===== src/rtl/dbg_mem_loader.sv =====
// Byte-stream debug loader: owns the debug memory port and CPU reset line.
// Loads and reads memory over a UART byte pipe while the CPU is held.
module dbg_mem_loader #(
    parameter int ADDR_W    = 32,
    parameter int DATA_W    = 32,
    parameter int LEN_W     = 16,
    parameter int TIMEOUT   = 100000,
    parameter int BOOT_HOLD = 1
) (
    input  logic                clk,
    input  logic                reset,
    input  logic [7:0]          rx_data,
    input  logic                rx_valid,
    output logic                rx_ready,
    output logic [7:0]          tx_data,
    output logic                tx_valid,
    input  logic                tx_ready,
    output logic                cpu_n_reset,
    output logic                dbg_mem_op,
    output logic [DATA_W/8-1:0] dbg_wren,
    output logic [ADDR_W-1:0]   dbg_adr,
    output logic [DATA_W-1:0]   dbg_do,
    input  logic [DATA_W-1:0]   dbg_di,
    input  logic                dbg_ack
);

    localparam int BPW = DATA_W / 8;
    localparam int AB  = ADDR_W / 8;
    localparam int LB  = LEN_W / 8;
    localparam int TW  = $clog2(TIMEOUT + 1);

    localparam logic [2:0] S_IDLE  = 3'd0;
    localparam logic [2:0] S_ADDR  = 3'd1;
    localparam logic [2:0] S_LEN   = 3'd2;
    localparam logic [2:0] S_WDATA = 3'd3;
    localparam logic [2:0] S_WBUS  = 3'd4;
    localparam logic [2:0] S_RBUS  = 3'd5;
    localparam logic [2:0] S_RSEND = 3'd6;
    localparam logic [2:0] S_RESP  = 3'd7;

    localparam logic [7:0] ACK = 8'h06;
    localparam logic [7:0] NAK = 8'h15;

    logic [2:0]        state_q, state_d;
    logic              wr_q, wr_d;
    logic              cpu_q, cpu_d;
    logic [ADDR_W-1:0] adr_q, adr_d;
    logic [LEN_W-1:0]  cnt_q, cnt_d;
    logic [DATA_W-1:0] word_q, word_d;
    logic [7:0]        bcnt_q, bcnt_d;
    logic [TW-1:0]     tmo_q, tmo_d;
    logic [7:0]        txd_q, txd_d;
    logic              txv_q, txv_d;
    logic              op_q, op_d;
    logic [BPW-1:0]    wren_q, wren_d;

    logic              rx_fire;
    logic              ack_fire;
    logic              tmo_hit;
    logic [ADDR_W-1:0] adr_sh;
    logic [LEN_W-1:0]  cnt_sh;
    logic [DATA_W-1:0] word_sh;

    assign rx_ready = (state_q == S_IDLE) || (state_q == S_ADDR) ||
                      (state_q == S_LEN) || (state_q == S_WDATA);
    assign rx_fire  = rx_valid && rx_ready;
    assign ack_fire = op_q && dbg_ack;
    assign tmo_hit  = (tmo_q == TW'(TIMEOUT - 1));

    // Multi-byte fields arrive LE: shift each byte in from the top.
    assign adr_sh  = (adr_q >> 8) | (ADDR_W'(rx_data) << (ADDR_W - 8));
    assign cnt_sh  = (cnt_q >> 8) | (LEN_W'(rx_data) << (LEN_W - 8));
    assign word_sh = (word_q >> 8) | (DATA_W'(rx_data) << (DATA_W - 8));

    assign tx_data     = txd_q;
    assign tx_valid    = txv_q;
    assign cpu_n_reset = cpu_q;
    assign dbg_mem_op  = op_q;
    assign dbg_wren    = wren_q;
    assign dbg_adr     = adr_q;
    assign dbg_do      = word_q;

    always_comb begin
        state_d = state_q;
        wr_d    = wr_q;
        cpu_d   = cpu_q;
        adr_d   = adr_q;
        cnt_d   = cnt_q;
        word_d  = word_q;
        bcnt_d  = bcnt_q;
        txd_d   = txd_q;
        txv_d   = txv_q;
        op_d    = op_q;
        wren_d  = wren_q;
        tmo_d   = '0;
        if (rx_ready && !rx_valid && state_q != S_IDLE) begin
            tmo_d = tmo_q + TW'(1);
        end
        unique case (state_q)
            S_IDLE: begin
                if (rx_fire) begin
                    bcnt_d  = '0;
                    state_d = S_RESP;
                    txv_d   = 1'b1;
                    txd_d   = NAK;
                    case (rx_data)
                        8'h57, 8'h52: begin
                            if (!cpu_q) begin
                                state_d = S_ADDR;
                                txv_d   = 1'b0;
                                wr_d    = (rx_data == 8'h57);
                            end
                        end
                        8'h47: begin
                            cpu_d = 1'b1;
                            txd_d = ACK;
                        end
                        8'h48: begin
                            cpu_d = 1'b0;
                            txd_d = ACK;
                        end
                        default: ;
                    endcase
                end
            end
            S_ADDR: begin
                if (rx_fire) begin
                    adr_d  = adr_sh;
                    bcnt_d = bcnt_q + 8'd1;
                    if (bcnt_q == 8'(AB - 1)) begin
                        bcnt_d  = '0;
                        state_d = S_LEN;
                    end
                end else if (tmo_hit) begin
                    txv_d   = 1'b1;
                    txd_d   = NAK;
                    state_d = S_RESP;
                end
            end
            S_LEN: begin
                if (rx_fire) begin
                    cnt_d  = cnt_sh;
                    bcnt_d = bcnt_q + 8'd1;
                    if (bcnt_q == 8'(LB - 1)) begin
                        bcnt_d = '0;
                        if (cnt_sh == '0) begin
                            txv_d   = 1'b1;
                            txd_d   = ACK;
                            state_d = S_RESP;
                        end else if (wr_q) begin
                            state_d = S_WDATA;
                        end else begin
                            op_d    = 1'b1;
                            state_d = S_RBUS;
                        end
                    end
                end else if (tmo_hit) begin
                    txv_d   = 1'b1;
                    txd_d   = NAK;
                    state_d = S_RESP;
                end
            end
            S_WDATA: begin
                if (rx_fire) begin
                    word_d = word_sh;
                    bcnt_d = bcnt_q + 8'd1;
                    if (bcnt_q == 8'(BPW - 1)) begin
                        bcnt_d  = '0;
                        op_d    = 1'b1;
                        wren_d  = '1;
                        state_d = S_WBUS;
                    end
                end else if (tmo_hit) begin
                    txv_d   = 1'b1;
                    txd_d   = NAK;
                    state_d = S_RESP;
                end
            end
            S_WBUS: begin
                if (ack_fire) begin
                    op_d   = 1'b0;
                    wren_d = '0;
                    adr_d  = adr_q + ADDR_W'(BPW);
                    cnt_d  = cnt_q - LEN_W'(1);
                    if (cnt_q == LEN_W'(1)) begin
                        txv_d   = 1'b1;
                        txd_d   = ACK;
                        state_d = S_RESP;
                    end else begin
                        state_d = S_WDATA;
                    end
                end
            end
            S_RBUS: begin
                if (ack_fire) begin
                    op_d    = 1'b0;
                    word_d  = dbg_di;
                    adr_d   = adr_q + ADDR_W'(BPW);
                    cnt_d   = cnt_q - LEN_W'(1);
                    bcnt_d  = '0;
                    state_d = S_RSEND;
                end
            end
            S_RSEND: begin
                if (!txv_q) begin
                    txv_d = 1'b1;
                    txd_d = word_q[7:0];
                end else if (tx_ready) begin
                    txv_d  = 1'b0;
                    word_d = word_q >> 8;
                    bcnt_d = bcnt_q + 8'd1;
                    if (bcnt_q == 8'(BPW - 1)) begin
                        bcnt_d = '0;
                        if (cnt_q == '0) begin
                            state_d = S_RESP;
                        end else begin
                            op_d    = 1'b1;
                            state_d = S_RBUS;
                        end
                    end
                end
            end
            S_RESP: begin
                // Entered with the byte already loaded, except after a read burst.
                if (!txv_q) begin
                    txv_d = 1'b1;
                    txd_d = ACK;
                end else if (tx_ready) begin
                    txv_d   = 1'b0;
                    state_d = S_IDLE;
                end
            end
        endcase
    end

    always_ff @(posedge clk) begin
        if (reset) begin
            state_q <= S_IDLE;
            wr_q    <= 1'b0;
            cpu_q   <= (BOOT_HOLD == 0);
            adr_q   <= '0;
            cnt_q   <= '0;
            word_q  <= '0;
            bcnt_q  <= '0;
            tmo_q   <= '0;
            txd_q   <= '0;
            txv_q   <= 1'b0;
            op_q    <= 1'b0;
            wren_q  <= '0;
        end else begin
            state_q <= state_d;
            wr_q    <= wr_d;
            cpu_q   <= cpu_d;
            adr_q   <= adr_d;
            cnt_q   <= cnt_d;
            word_q  <= word_d;
            bcnt_q  <= bcnt_d;
            tmo_q   <= tmo_d;
            txd_q   <= txd_d;
            txv_q   <= txv_d;
            op_q    <= op_d;
            wren_q  <= wren_d;
        end
    end

endmodule


===== config.mk =====
export PLATFORM = sky130hd
export DESIGN_NAME = dbg_mem_loader
export DESIGN_NICKNAME = d
export VERILOG_FILES = /design/src/rtl/dbg_mem_loader.sv
export SDC_FILE = /design/constraint.sdc
export NUM_CORES = 1
export LEC_CHECK = 0
export CELL_PAD_IN_SITES_DETAIL_PLACEMENT = 2
export CELL_PAD_IN_SITES_GLOBAL_PLACEMENT = 2
export CORE_MARGIN = 2
export CORE_UTILIZATION = 33
export DETAILED_ROUTE_END_ITERATION = 12
export PLACE_DENSITY_LB_ADDON = 0.2
export SYNTH_ARGS = -nofsm -noshare
export SYNTH_HDL_FRONTEND = slang
export SYNTH_SLANG_ARGS = --single-unit

===== constraint.sdc =====
create_clock -name clk -period 5.76 [get_ports clk]
set_clock_uncertainty 0.15 [all_clocks]
set_input_delay 0.864 -clock clk [delete_from_list [all_inputs] [get_ports clk]]
set_output_delay 0.864 -clock clk [all_outputs]
set_load 0.05 [all_outputs]

Yosys cells after proc, flatten, opt, wreduce, memory -nomap -nowiden
Cells that the tools add are included.
- register bits: 124
- bits of input ports: 45
- add/subtract/negate cells: 4
- equal/unequal tests: 41
- mux-type cells: 84
- bitwise gates (word level): 5
- reduce and logical (&&, ||, !) cells: 38
- operator list (cell ; number):
    2-to-1 mux 32 bit ; 6
    2-to-1 mux 8 bit ; 18
    case mux 32 bit (3 select lines) ; 1
    bitwise OR 24 x 32 -> 32 bit ; 2
    case mux 32 bit (2 select lines) ; 1
    2-to-1 mux 3 bit ; 20
    case mux 8 bit (6 select lines) ; 1
    case mux 8 bit (5 select lines) ; 1
    != test 2 bit, second input constant ; 18
    adder 32 x 3 -> 32 bit, second input constant ; 1
    equality test 8 x 7 -> 1 bit, second input constant ; 4
    zero test 16 bit ; 2
    2-to-1 mux 16 bit ; 2
    case mux 16 bit (2 select lines) ; 1
    case mux 3 bit (8 select lines) ; 1
    2-to-1 mux 1 bit ; 23
    adder 17 x 1 -> 17 bit, second input constant ; 1
    equality test 17 bit, second input constant ; 1
    equality test 16 x 1 -> 1 bit, second input constant ; 1
    bitwise OR 8 x 16 -> 16 bit ; 1
    subtractor 16 x 1 -> 16 bit, second input constant ; 1
    AND reduction 7 bit ; 2
    equality test 3 bit, second input constant ; 4
    2-to-1 mux 4 bit ; 3
    30 further kinds ; 56

Logic depth before layout (Yosys ltp)
Gate-level depths: netlist of the first run.
- depth after elaboration: 8
- gate-level depth with buffers: 9
- depth with buffers taken out: 7

Worst setup path after synthesis of the first run
OpenSTA, ideal clock, no wires.
- kind: input port to flip-flop
- start point: input port rx_data[0]
- end point: register txd_q[0] (netlist: tx_data[0])
- arrival: 2.537 ns
- data required time: 5.524 ns
- path slack: 2.987 ns
- cell stages on the path: 6
- path buffers: 1
- path through: buf_2 -> nor4_1 -> nand4_2 -> a2111oi_4 -> o311ai_0 -> a221oi_2
- longest elaborated chain between the ends: 5
- elaborated cells between the ends (all ways): 10
- ends and longest elaborated chain (what ; RTL line ; RTL):
    start, declared ; 12 ; input logic [7:0] rx_data,
    equality test 8 x 7 -> 1 bit ; 106 ; case (rx_data)
    OR reduction 2 bit (no source line) ; -- ;
    2-to-1 mux 5 bit ; 106 ;
    2-to-1 mux 8 bit ; 101 ; if (rx_fire) begin
    case mux 8 bit (6 select lines) ; 99 ; unique case (state_q)
    end signal, assigned ; 259 ; txd_q <= txd_d;
    end, declared ; 52 ; logic [7:0] txd_q, txd_d;
Parallel ways exist; a longest one is shown, timed or not. The select of a mux whose other input is x is not followed.
A chain may end at the register's enable or synchronous reset.

Worst setup path after layout of the first run
- start point: input port rx_valid
- end point: register adr_q[26] (netlist: dbg_adr[26])
- longest elaborated chain between the ends: 3
- ends and longest elaborated chain (what ; RTL line ; RTL):
    start, declared ; 13 ; input logic rx_valid,
    logical AND 1 bit ; 66 ; assign rx_fire = rx_valid && rx_ready;
    != test 2 bit (no source line) ; -- ;
    AND reduction 3 bit (no source line) ; -- ;
    end signal, assigned ; 254 ; adr_q <= adr_d;
    end, declared ; 47 ; logic [ADDR_W-1:0] adr_q, adr_d;
Every way passes these cells.

==> flow_summary.json, run 1 <==
{
  "coreArea_sq_mm": 0.0204,
  "dp_hpwl_um": 18300,
  "rsz0062_at_grt": "false",
  "drc": 0,
  "cts_buffer_depth": 2,
  "final_layout_size_suffix_gt1_share_pct": 6.51,
  "grt_overflow": 0,
  "maxSlewHeadroom_pct": 19.6,
  "multi_input_area_sq_mm": 0.00412,
  "dieHeight_um": 149,
  "clkPwrFrac_pct": 28.8,
  "crit_family": "compound AO/OA/AOI/OAI gates",
  "reg2reg_from": "state_q[1]",
  "crit_arrival_ns": 3.79,
  "synth_edf_count": 0,
  "drtAntennaViolNets": 0,
  "ff_latch_area_sq_mm": 0.00242,
  "crit_buf_inv": 1,
  "grt_max_degree": 71,
  "port_buffers": 124,
  "vias_per_cell": 5.97,
  "path_class": "input pin to flop",
  "cts_resized": 0,
  "pwr-share-seq_pct": 28.5,
  "layout_min_cycle_time_ns": 3.66,
  "wl_per_cell_um": 22.0,
  "syn_avg_cell_area_sq_um": 7.63,
  "vias": 7571,
  "cp-startpoint": "rx_valid",
  "rows": 52,
  "n_antenna_cell": 0,
  "p_comb_share_pct": 42.7,
  "start_kind": "input pin",
  "io-pin-count": 125,
  "die_w_um": 149,
  "netlist_area_sq_mm": 0.00692,
  "synth_flop_cell": "dfxtp_1",
  "hold_path.startpoint": "tmo_q[0]",
  "swShare_pct": 44.9,
  "start_util_pct": 33.9,
  "period_share_pct": 63.6,
  "htree_num_levels": 4,
  "clock-sinks": 121,
  "ys_seq_area_share_pct": 35.0,
  "crit_path_end_kind": "flop",
  "grt_pass1_vias": 7956,
  "wl_um": 27900,
  "syn_nets": 958,
  "synth_async_sr_flop_share_pct": 0,
  "cts_inserted_buffers": 17,
  "critical_path.max_stage_delay_ns": 0.86,
  "slowest_stage": "a21oi_2",
  "slew_viol_final": 0,
  "setup_tns_ns": 0,
  "clk-insertion-delay-late_ns": 0.43,
  "crit_fanout": 22,
  "area_growth_pct": 28.8,
  "whs_ns": 0.307,
  "fillers": 2353,
  "ir_worst_vdd_mv": 0.233,
  "globalplace.congestion": 0.751,
  "nets": 1036,
  "cts_root_buffer": "clkbuf_16",
  "drv_cap": 0,
  "leakage_nw": 2.89,
  "worst_pin_slew_ns": 1.21,
  "grt.total_usage_pct": 25.4,
  "grt_pass1_wl_um": 44500,
  "outcome": "finished, final reports clean",
  "hold_viol": 0,
  "drtIter0Drc": 484,
  "p_int_mw": 2.32,
  "crit_chain": "clkdlybuf4s50_1, nand3b_1, a21oi_2, nand2_1, a221oi_1, a311oi_1",
  "switchingPower_mw": 1.89,
  "clkTransAtPathRegs_ns": 0.06,
  "ys_ff_latch": 121,
  "power_density_mw_per_mm2": 472,
  "timing.fmax_mhz": 273,
  "drt_pre_antenna_iters": 5,
  "required_ns": 5.88,
  "hold_path_class": "flop to flop",
  "cts_tree": "yes",
  "setup_viol": 0,
  "ys_warn_count": 0,
  "die_area_sq_mm": 0.0221,
  "holdBufCountCts": 0,
  "cts_setup_buffers": 0,
  "synth_cell_types": 75,
  "syn_inst": 907,
  "grt_antenna_before_repair": 0
}
[through the flow]
stage,power (mW),setup slack (ns),instance area (sq um),utilization (%),std cells
2_1_floorplan,2.39,2.99,6920,-,907
3_3_place_gp,2.93,1.72,8260,40.4,1236
3_5_place_dp,2.98,1.63,8260,40.4,1236
4_1_cts,4.23,2.10,8910,43.6,1268
5_1_grt,4.43,1.74,8910,43.6,1268
6_report,4.21,2.10,8910,43.6,1268
[synthesized netlist by cell type (4+ instances only)]
master / number / area share, %
a211oi_1: 20 / 2.2
dfxtp_1: 121 / 35
o21ai_0: 43 / 3.1
a22oi_1: 7 / 0.76
inv_1: 21 / 1.1
nand4_1: 11 / 0.99
a31oi_1: 11 / 0.99
nor2_1: 109 / 5.9
a311oi_1: 33 / 4.2
or3_1: 8 / 0.72
nand3b_1: 4 / 0.43
nor4_4: 4 / 1.2
xnor2_1: 8 / 1.0
nor3_1: 22 / 1.6
mux2i_1: 4 / 0.58
nand2_1: 107 / 5.8
nor4_1: 11 / 0.99
ha_1: 6 / 1.1
buf_2: 9 / 0.65
o31ai_1: 8 / 0.87
or4_1: 6 / 0.65
nor2b_1: 5 / 0.45
or2_2: 4 / 0.36
buf_4: 4 / 0.43
xor2_1: 10 / 1.3
a221oi_1: 4 / 0.51
a21oi_1: 67 / 4.8
and2_1: 4 / 0.36
a21o_1: 6 / 0.65
buf_1: 14 / 0.76
o22ai_1: 8 / 0.72
nand3_1: 65 / 4.7
nor3b_1: 4 / 0.43
clkbuf_1: 43 / 2.3
and3_1: 16 / 1.4
o211ai_1: 7 / 0.76
o32ai_1: 10 / 1.3
[flip-flops by register name, indices dropped and copies added, names as in the netlist]
name,count
tmo_q,17
tx_data,8
cpu_n_reset,1
wr_q,1
dbg_wren,1
state_q,3
dbg_mem_op,1
dbg_do,32
cnt_q,16
tx_valid,1
bcnt_q,8
dbg_adr,32
[power by group through the flow]
stage / Sequential, mW / Combinational, mW / Clock [mW]
after floorplan: 1.41 / 0.980 / 0
after global placement: 1.21 / 1.72 / 0
after detailed placement: 1.21 / 1.77 / 0
after CTS: 1.20 / 1.80 / 1.23
after global routing: 1.22 / 1.95 / 1.26
final: 1.20 / 1.80 / 1.21
[metal layers]
metal	GRT usage [%]	vias up	routed length (um)
li1	-	3537	-
met1	32.9	3832	12600
met2	43.3	158	13800
met4	8.38	0	641
met5	0	-	0
met3	4.28	44	831
[cells by family after synthesis]
group           synth area share (%)
buf+inv                         5.55
fa+ha+maj                       1.09
xor+xnor                        2.28
flops                           35.0
simple gates                    29.8
compound gates                  25.7
mux                            0.579
[cell usage in the layout (no fill, tap or decap), types with 7 or more instances in the layout]
master           instances
clkdlybuf4s50_1        123
dfxtp_1                119
nor2_1                 109
nand2_1                107
a21oi_1                 66
nand3_1                 65
o21ai_0                 43
a311oi_1                33
nor3_1                  22
inv_1                   21
a211oi_1                20
clkbuf_16               17
and3_1                  16
nor4_1                  11
a31oi_1                 11
nand4_1                 11
o32ai_1                 10
xor2_1                  10
o22ai_1                  8
xnor2_1                  8
or3_1                    8
o31ai_1                  8
buf_4                    8
a22oi_1                  7
o211ai_1                 7
[final timing paths]
| kind | endpoint | slack, ns | cells past startpoint |
|---|---|---|---|
| setup / recovery | dbg_adr[26] | 2.10 | 6 |
| hold reg to reg | tmo_q[0] | 0.31 | 1 |
| hold / removal | tmo_q[0] | 0.31 | 1 |
| setup reg to reg | dbg_do[17] | 2.45 | 6 |
[cell type report]
cell class | count | area share [%]
Sequential cell | 121 | 27.2
Inverter | 21 | 0.885
Clock buffer | 18 | 4.82
Timing Repair Buffer | 131 | 14.5
Tap cell | 270 | 3.79
Clock inverter | 14 | 2.49
Multi-Input combinational cell | 693 | 46.3
(Power assumes the default switching activity.)
==> inputs of run 2 (changes only) <==
--- a/config.mk
+++ b/config.mk
@@ -8,7 +8,7 @@
 export CELL_PAD_IN_SITES_DETAIL_PLACEMENT = 2
 export CELL_PAD_IN_SITES_GLOBAL_PLACEMENT = 2
 export CORE_MARGIN = 2
-export CORE_UTILIZATION = 33
+export CORE_UTILIZATION = 27
 export DETAILED_ROUTE_END_ITERATION = 12
 export PLACE_DENSITY_LB_ADDON = 0.2
 export SYNTH_ARGS = -nofsm -noshare
==> constraint.sdc (replaced) <==
create_clock -name clk -period 3.3 [get_ports clk]
set_clock_uncertainty 0.15 [all_clocks]
set_input_delay 0.495 -clock clk [delete_from_list [all_inputs] [get_ports clk]]
set_output_delay 0.495 -clock clk [all_outputs]
set_load 0.05 [all_outputs]
==> flow_summary.json, run 2 (same netlist as run 1, synthesis figures left out) <==
{
  "outcome": "finished, final reports clean",
  "setup_tns_ns": 0,
  "min_to": "tmo_q[0]",
  "cts_setup_buffers": 0,
  "start_util_pct": 27.5,
  "ir_worst_vdd_mv": 0.298,
  "reg2reg_setup_slack_ns": 0.56,
  "grt_overflow": 0,
  "clk-insertion-delay-late_ns": 0.42,
  "switchingPower_mw": 3.27,
  "reg2reg_from": "state_q[2]",
  "whs_ns": 0.308,
  "area_growth_pct": 32.9,
  "worstHoldPathCells": 1,
  "crit_fanout": 39,
  "globalplace.congestion": 0.781,
  "vias_per_cell": 5.54,
  "cts_root_buffer": "clkbuf_16",
  "wl_um": 28400,
  "holdBufCountCts": 0,
  "finalNonFillerCells": 1363,
  "dp.cells": 1332,
  "n_antenna_cell": 0,
  "path_class": "flop to output pin",
  "crit_arrival_ns": 2.36,
  "maxSlewHeadroom_pct": 43.5,
  "rows": 58,
  "drt_pre_antenna_iters": 4,
  "required_ns": 2.65,
  "dieHeight_um": 164,
  "drv_cap": 0,
  "slew_viol_final": 0,
  "grt_max_degree": 71,
  "timing.fmax_mhz": 332,
  "p_comb_share_pct": 45.5,
  "grt.total_usage_pct": 21.5,
  "power_density_mw_per_mm2": 786,
  "pre_cts_ws_ns": 0.256,
  "cts_buffer_depth": 2,
  "final_layout_size_suffix_gt1_share_pct": 9.68,
  "p_int_mw": 3.95,
  "worst_pin_slew_ns": 0.844,
  "placed_area_sq_mm": 0.00863,
  "final_util_pct": 36.5,
  "cts_inserted_buffers": 17,
  "drc": 0,
  "grt_pass1_vias": 7874,
  "leakage_nw": 3.05,
  "io-pin-count": 125,
  "port_buffers": 124,
  "layout_commonest_cell": "clkdlybuf4s50_1",
  "grt_antenna_before_repair": 0,
  "pwr-share-seq_pct": 28.8,
  "hold_path_class": "flop to flop",
  "drtAntennaViolNets": 0,
  "setup_viol": 0,
  "final_cell_mix": "clkdlybuf4s50_1, dfxtp_1, nor2_1",
  "nets": 1072,
  "hold_viol": 0,
  "p_total_mw": 7.22,
  "final_area_sq_mm": 0.00920,
  "vias": 7546,
  "setup_slack_ns": 0.291,
  "crit_path_end_kind": "output pin",
  "drtIter0Drc": 431,
  "cts_tree": "yes",
  "grt_pass1_wl_um": 45300,
  "clkPwrFrac_pct": 25.7,
  "start_kind": "flop",
  "hold_path.startpoint": "tmo_q[0]",
  "htree_num_levels": 4,
  "clock-sinks": 121,
  "die_area_sq_mm": 0.0269,
  "cts_resized": 0,
  "die_w_um": 164,
  "period_share_pct": 91.2,
  "clkTransAtPathRegs_ns": 0.06,
  "r2r-end": "tx_data[4]",
  "dp_hpwl_um": 19900,
  "coreArea_sq_mm": 0.0252,
  "wl_per_cell_um": 20.9,
  "layout_min_cycle_time_ns": 3.01,
  "rsz0062_at_grt": "false",
  "swShare_pct": 45.3,
  "r2r_cells": 5
}
==> run 2: worst max-delay path: stages, from the launching register on <==
cell             delay, ns
dfxtp_2               0.84
inv_1                 0.29
clkdlybuf4s50_1       0.80
==> run 2: worst max path at each step <==
stage | startpoint | to
final | state_q[2] | rx_ready
after global routing | state_q[2] | rx_ready
after CTS | state_q[2] | rx_ready
after detailed placement | rx_data[1] | tx_data[4]
after global placement | rx_data[1] | tx_data[5]
after floorplan | dbg_adr[18] | dbg_adr[26]
==> run 2: cell type report <==
type,count,area (sq um)
Fill cell,2901,16000
Timing Repair Buffer,167,1590
Tap cell,330,413
Inverter,21,78.8
Clock inverter,12,126
Clock buffer,19,443
Multi-Input combinational cell,693,4120
Sequential cell,121,2420
==> run 2: power by group through the flow <==
stage | logic (mW) | registers, mW | clock network (mW)
2_1_floorplan | 1.71 | 2.45 | 0
3_3_place_gp | 3.21 | 2.11 | 0
3_5_place_dp | 3.29 | 2.11 | 0
4_1_cts | 3.31 | 2.08 | 1.89
5_1_grt | 3.58 | 2.13 | 1.97
6_report | 3.29 | 2.08 | 1.86
==> run 2: layer usage <==
metal	GRT usage, %	wire length [um]	up-vias
met5	0	0	-
met3	3.54	1000	27
met1	29.4	13600	3771
li1	-	-	3605
met4	5.34	363	0
met2	35.2	13500	143
==> inputs of run 3 (changes only) <==
--- a/config.mk
+++ b/config.mk
@@ -5,11 +5,12 @@
 export SDC_FILE = /design/constraint.sdc
 export NUM_CORES = 1
 export LEC_CHECK = 0
-export CELL_PAD_IN_SITES_DETAIL_PLACEMENT = 2
+export CELL_PAD_IN_SITES_DETAIL_PLACEMENT = 1
 export CELL_PAD_IN_SITES_GLOBAL_PLACEMENT = 2
 export CORE_MARGIN = 2
-export CORE_UTILIZATION = 27
+export CORE_UTILIZATION = 33
 export DETAILED_ROUTE_END_ITERATION = 12
+export DONT_BUFFER_PORTS = 1
 export PLACE_DENSITY_LB_ADDON = 0.2
 export SYNTH_ARGS = -nofsm -noshare
 export SYNTH_HDL_FRONTEND = slang
==> constraint.sdc (replaced) <==
create_clock -name clk -period 3.3 [get_ports clk]
set_clock_uncertainty 0.15 [all_clocks]
set_input_delay 0.495 -clock clk [delete_from_list [all_inputs] [get_ports clk]]
set_output_delay 0.495 -clock clk [all_outputs]
set_load 0.005 [all_outputs]
==> flow_summary.json, run 3 (same netlist as run 1, synthesis figures left out) <==
{
  "cts_tree": "yes",
  "port_buffers": 0,
  "final_layout_size_suffix_gt1_share_pct": 8.68,
  "hold_viol": 0,
  "clk-insertion-delay-late_ns": 0.43,
  "setup_tns_ns": 0,
  "grt_overflow": 0,
  "die_w_um": 149,
  "grt_pass1_vias": 7274,
  "grt_pass1_wl_um": 40500,
  "fillers": 2478,
  "rsz0062_at_grt": "false",
  "r2r-end": "dbg_adr[26]",
  "crit_top_cell": "buf_4",
  "crit_buf_inv": 2,
  "worst_pin_slew_ns": 0.992,
  "cts_setup_buffers": 0,
  "cts_root_buffer": "clkbuf_16",
  "period_share_pct": 89.9,
  "crit_chain": "buf_4, nand3_1, a21oi_2, buf_4, nand2_1, a221oi_1, a311oi_1",
  "grt.total_usage_pct": 23.0,
  "multi_input_area_sq_mm": 0.00412,
  "min_to": "cpu_n_reset",
  "drtIter0Drc": 339,
  "drt_pre_antenna_iters": 5,
  "final_area_sq_mm": 0.00776,
  "dp_hpwl_um": 17100,
  "outcome": "finished, final reports clean",
  "final_cell_mix": "dfxtp_1, nor2_1, nand2_1",
  "globalplace.congestion": 0.812,
  "setup_viol": 0,
  "nets": 925,
  "rows": 52,
  "grt_max_degree": 80,
  "vias_per_cell": 6.08,
  "reg2reg_setup_slack_ns": 0.33,
  "maxSlewHeadroom_pct": 32.9,
  "htree_num_levels": 4,
  "placed_area_sq_mm": 0.00713,
  "area_growth_pct": 12.2,
  "dieHeight_um": 149,
  "crit_arrival_ns": 3.08,
  "hold_path_class": "input pin to flop",
  "r2r_cells": 7,
  "crit_family": "flip-flops",
  "reg2reg_from": "state_q[2]",
  "whs_ns": 0.0328,
  "coreArea_sq_mm": 0.0204,
  "wl_per_cell_um": 21.8,
  "path_class": "flop to flop",
  "leakage_nw": 2.51,
  "grt_antenna_before_repair": 0,
  "slew_viol_final": 0,
  "drc": 0,
  "timing.fmax_mhz": 337,
  "cts_inserted_buffers": 17,
  "io-pin-count": 125,
  "power_density_mw_per_mm2": 799,
  "start_kind": "flop",
  "critical_path.max_stage_delay_ns": 0.75,
  "ff_latch_area_sq_mm": 0.00242,
  "worstHoldPathCells": 1,
  "vias": 7040,
  "clock-sinks": 121,
  "crit_path_end_kind": "flop",
  "hold_path.startpoint": "rx_data[3]",
  "ir_worst_vdd_mv": 0.479,
  "n_antenna_cell": 0,
  "drtAntennaViolNets": 0,
  "cts_buffer_depth": 2,
  "crit_fanout": 39,
  "layout_min_cycle_time_ns": 2.97,
  "drv_cap": 0,
  "wl_um": 25200,
  "layout_commonest_cell": "dfxtp_1",
  "clkTransAtPathRegs_ns": 0.06,
  "slowest_stage": "dfxtp_2",
  "required_ns": 3.41,
  "die_area_sq_mm": 0.0221,
  "start_util_pct": 33.9
}
## run 3: cell count changes in the layout (fill, tap and decap cells not counted)
| cell | delta |
|---|---|
| dlygate4sd3_1 | +1 |
| clkbuf_1 | -1 |
| buf_16 | +1 |
| clkinv_2 | -2 |
| buf_4 | -26 |
| inv_6 | +3 |
| clkdlybuf4s50_1 | -123 |
| clkbuf_8 | +1 |
## run 3: final cells by class
class	instances	share of cell area (%)
Clock inverter	13	1.84
Tap cell	270	4.35
Sequential cell	121	31.3
Clock buffer	19	5.84
Multi-Input combinational cell	693	53.2
Timing Repair Buffer	20	2.55
Inverter	21	1.02
## run 3: worst reg2reg max path, cell delays in order (launching register included)
cell      delay [ns]
dfxtp_2         0.75
buf_4           0.37
nand3_1         0.17
a21oi_2         0.17
buf_4           0.38
nand2_1         0.35
a221oi_1        0.37
a311oi_1        0.08
## run 3: metal layers
metal | GRT usage [%] | routed length, um
met3 | 4.83 | 1470
met4 | 8.00 | 493
met2 | 38.2 | 12100
met1 | 29.6 | 11100
met5 | 0 | 0
## run 3: what timing repair did
action / CTS / global route
hold buffers: 2 / 0
hold endpoints to repair: 79 / 0
gates resized for setup: 0 / 0
## run 3: how the worst max path moves through the flow
stage,start,end,depth (start not counted)
2_1_floorplan,rx_data[0],tx_data[0],6
3_3_place_gp,dbg_adr[16],dbg_adr[26],5
3_5_place_dp,state_q[2],dbg_adr[26],7
4_1_cts,state_q[2],dbg_adr[26],7
5_1_grt,state_q[2],dbg_adr[26],7
6_report,state_q[2],dbg_adr[26],7
## run 3: through the flow
stage	total power, mW	setup slack [ns]	std cells	util, %
after global placement	4.20	0.448	1123	34.9
after global routing	6.60	0.136	1157	38.0
after detailed placement	4.27	0.392	1123	34.9
after floorplan	3.62	0.896	907	-
after CTS	6.23	0.351	1157	38.0
final	6.20	0.334	1157	38.0
## run 3: power by group
group	leakage, nW	switching [mW]	internal, mW
combinational	1.24	1.38	0.777
clock	0.291	0.752	1.16
sequential	0.982	0.447	1.69
total	2.51	2.58	3.62
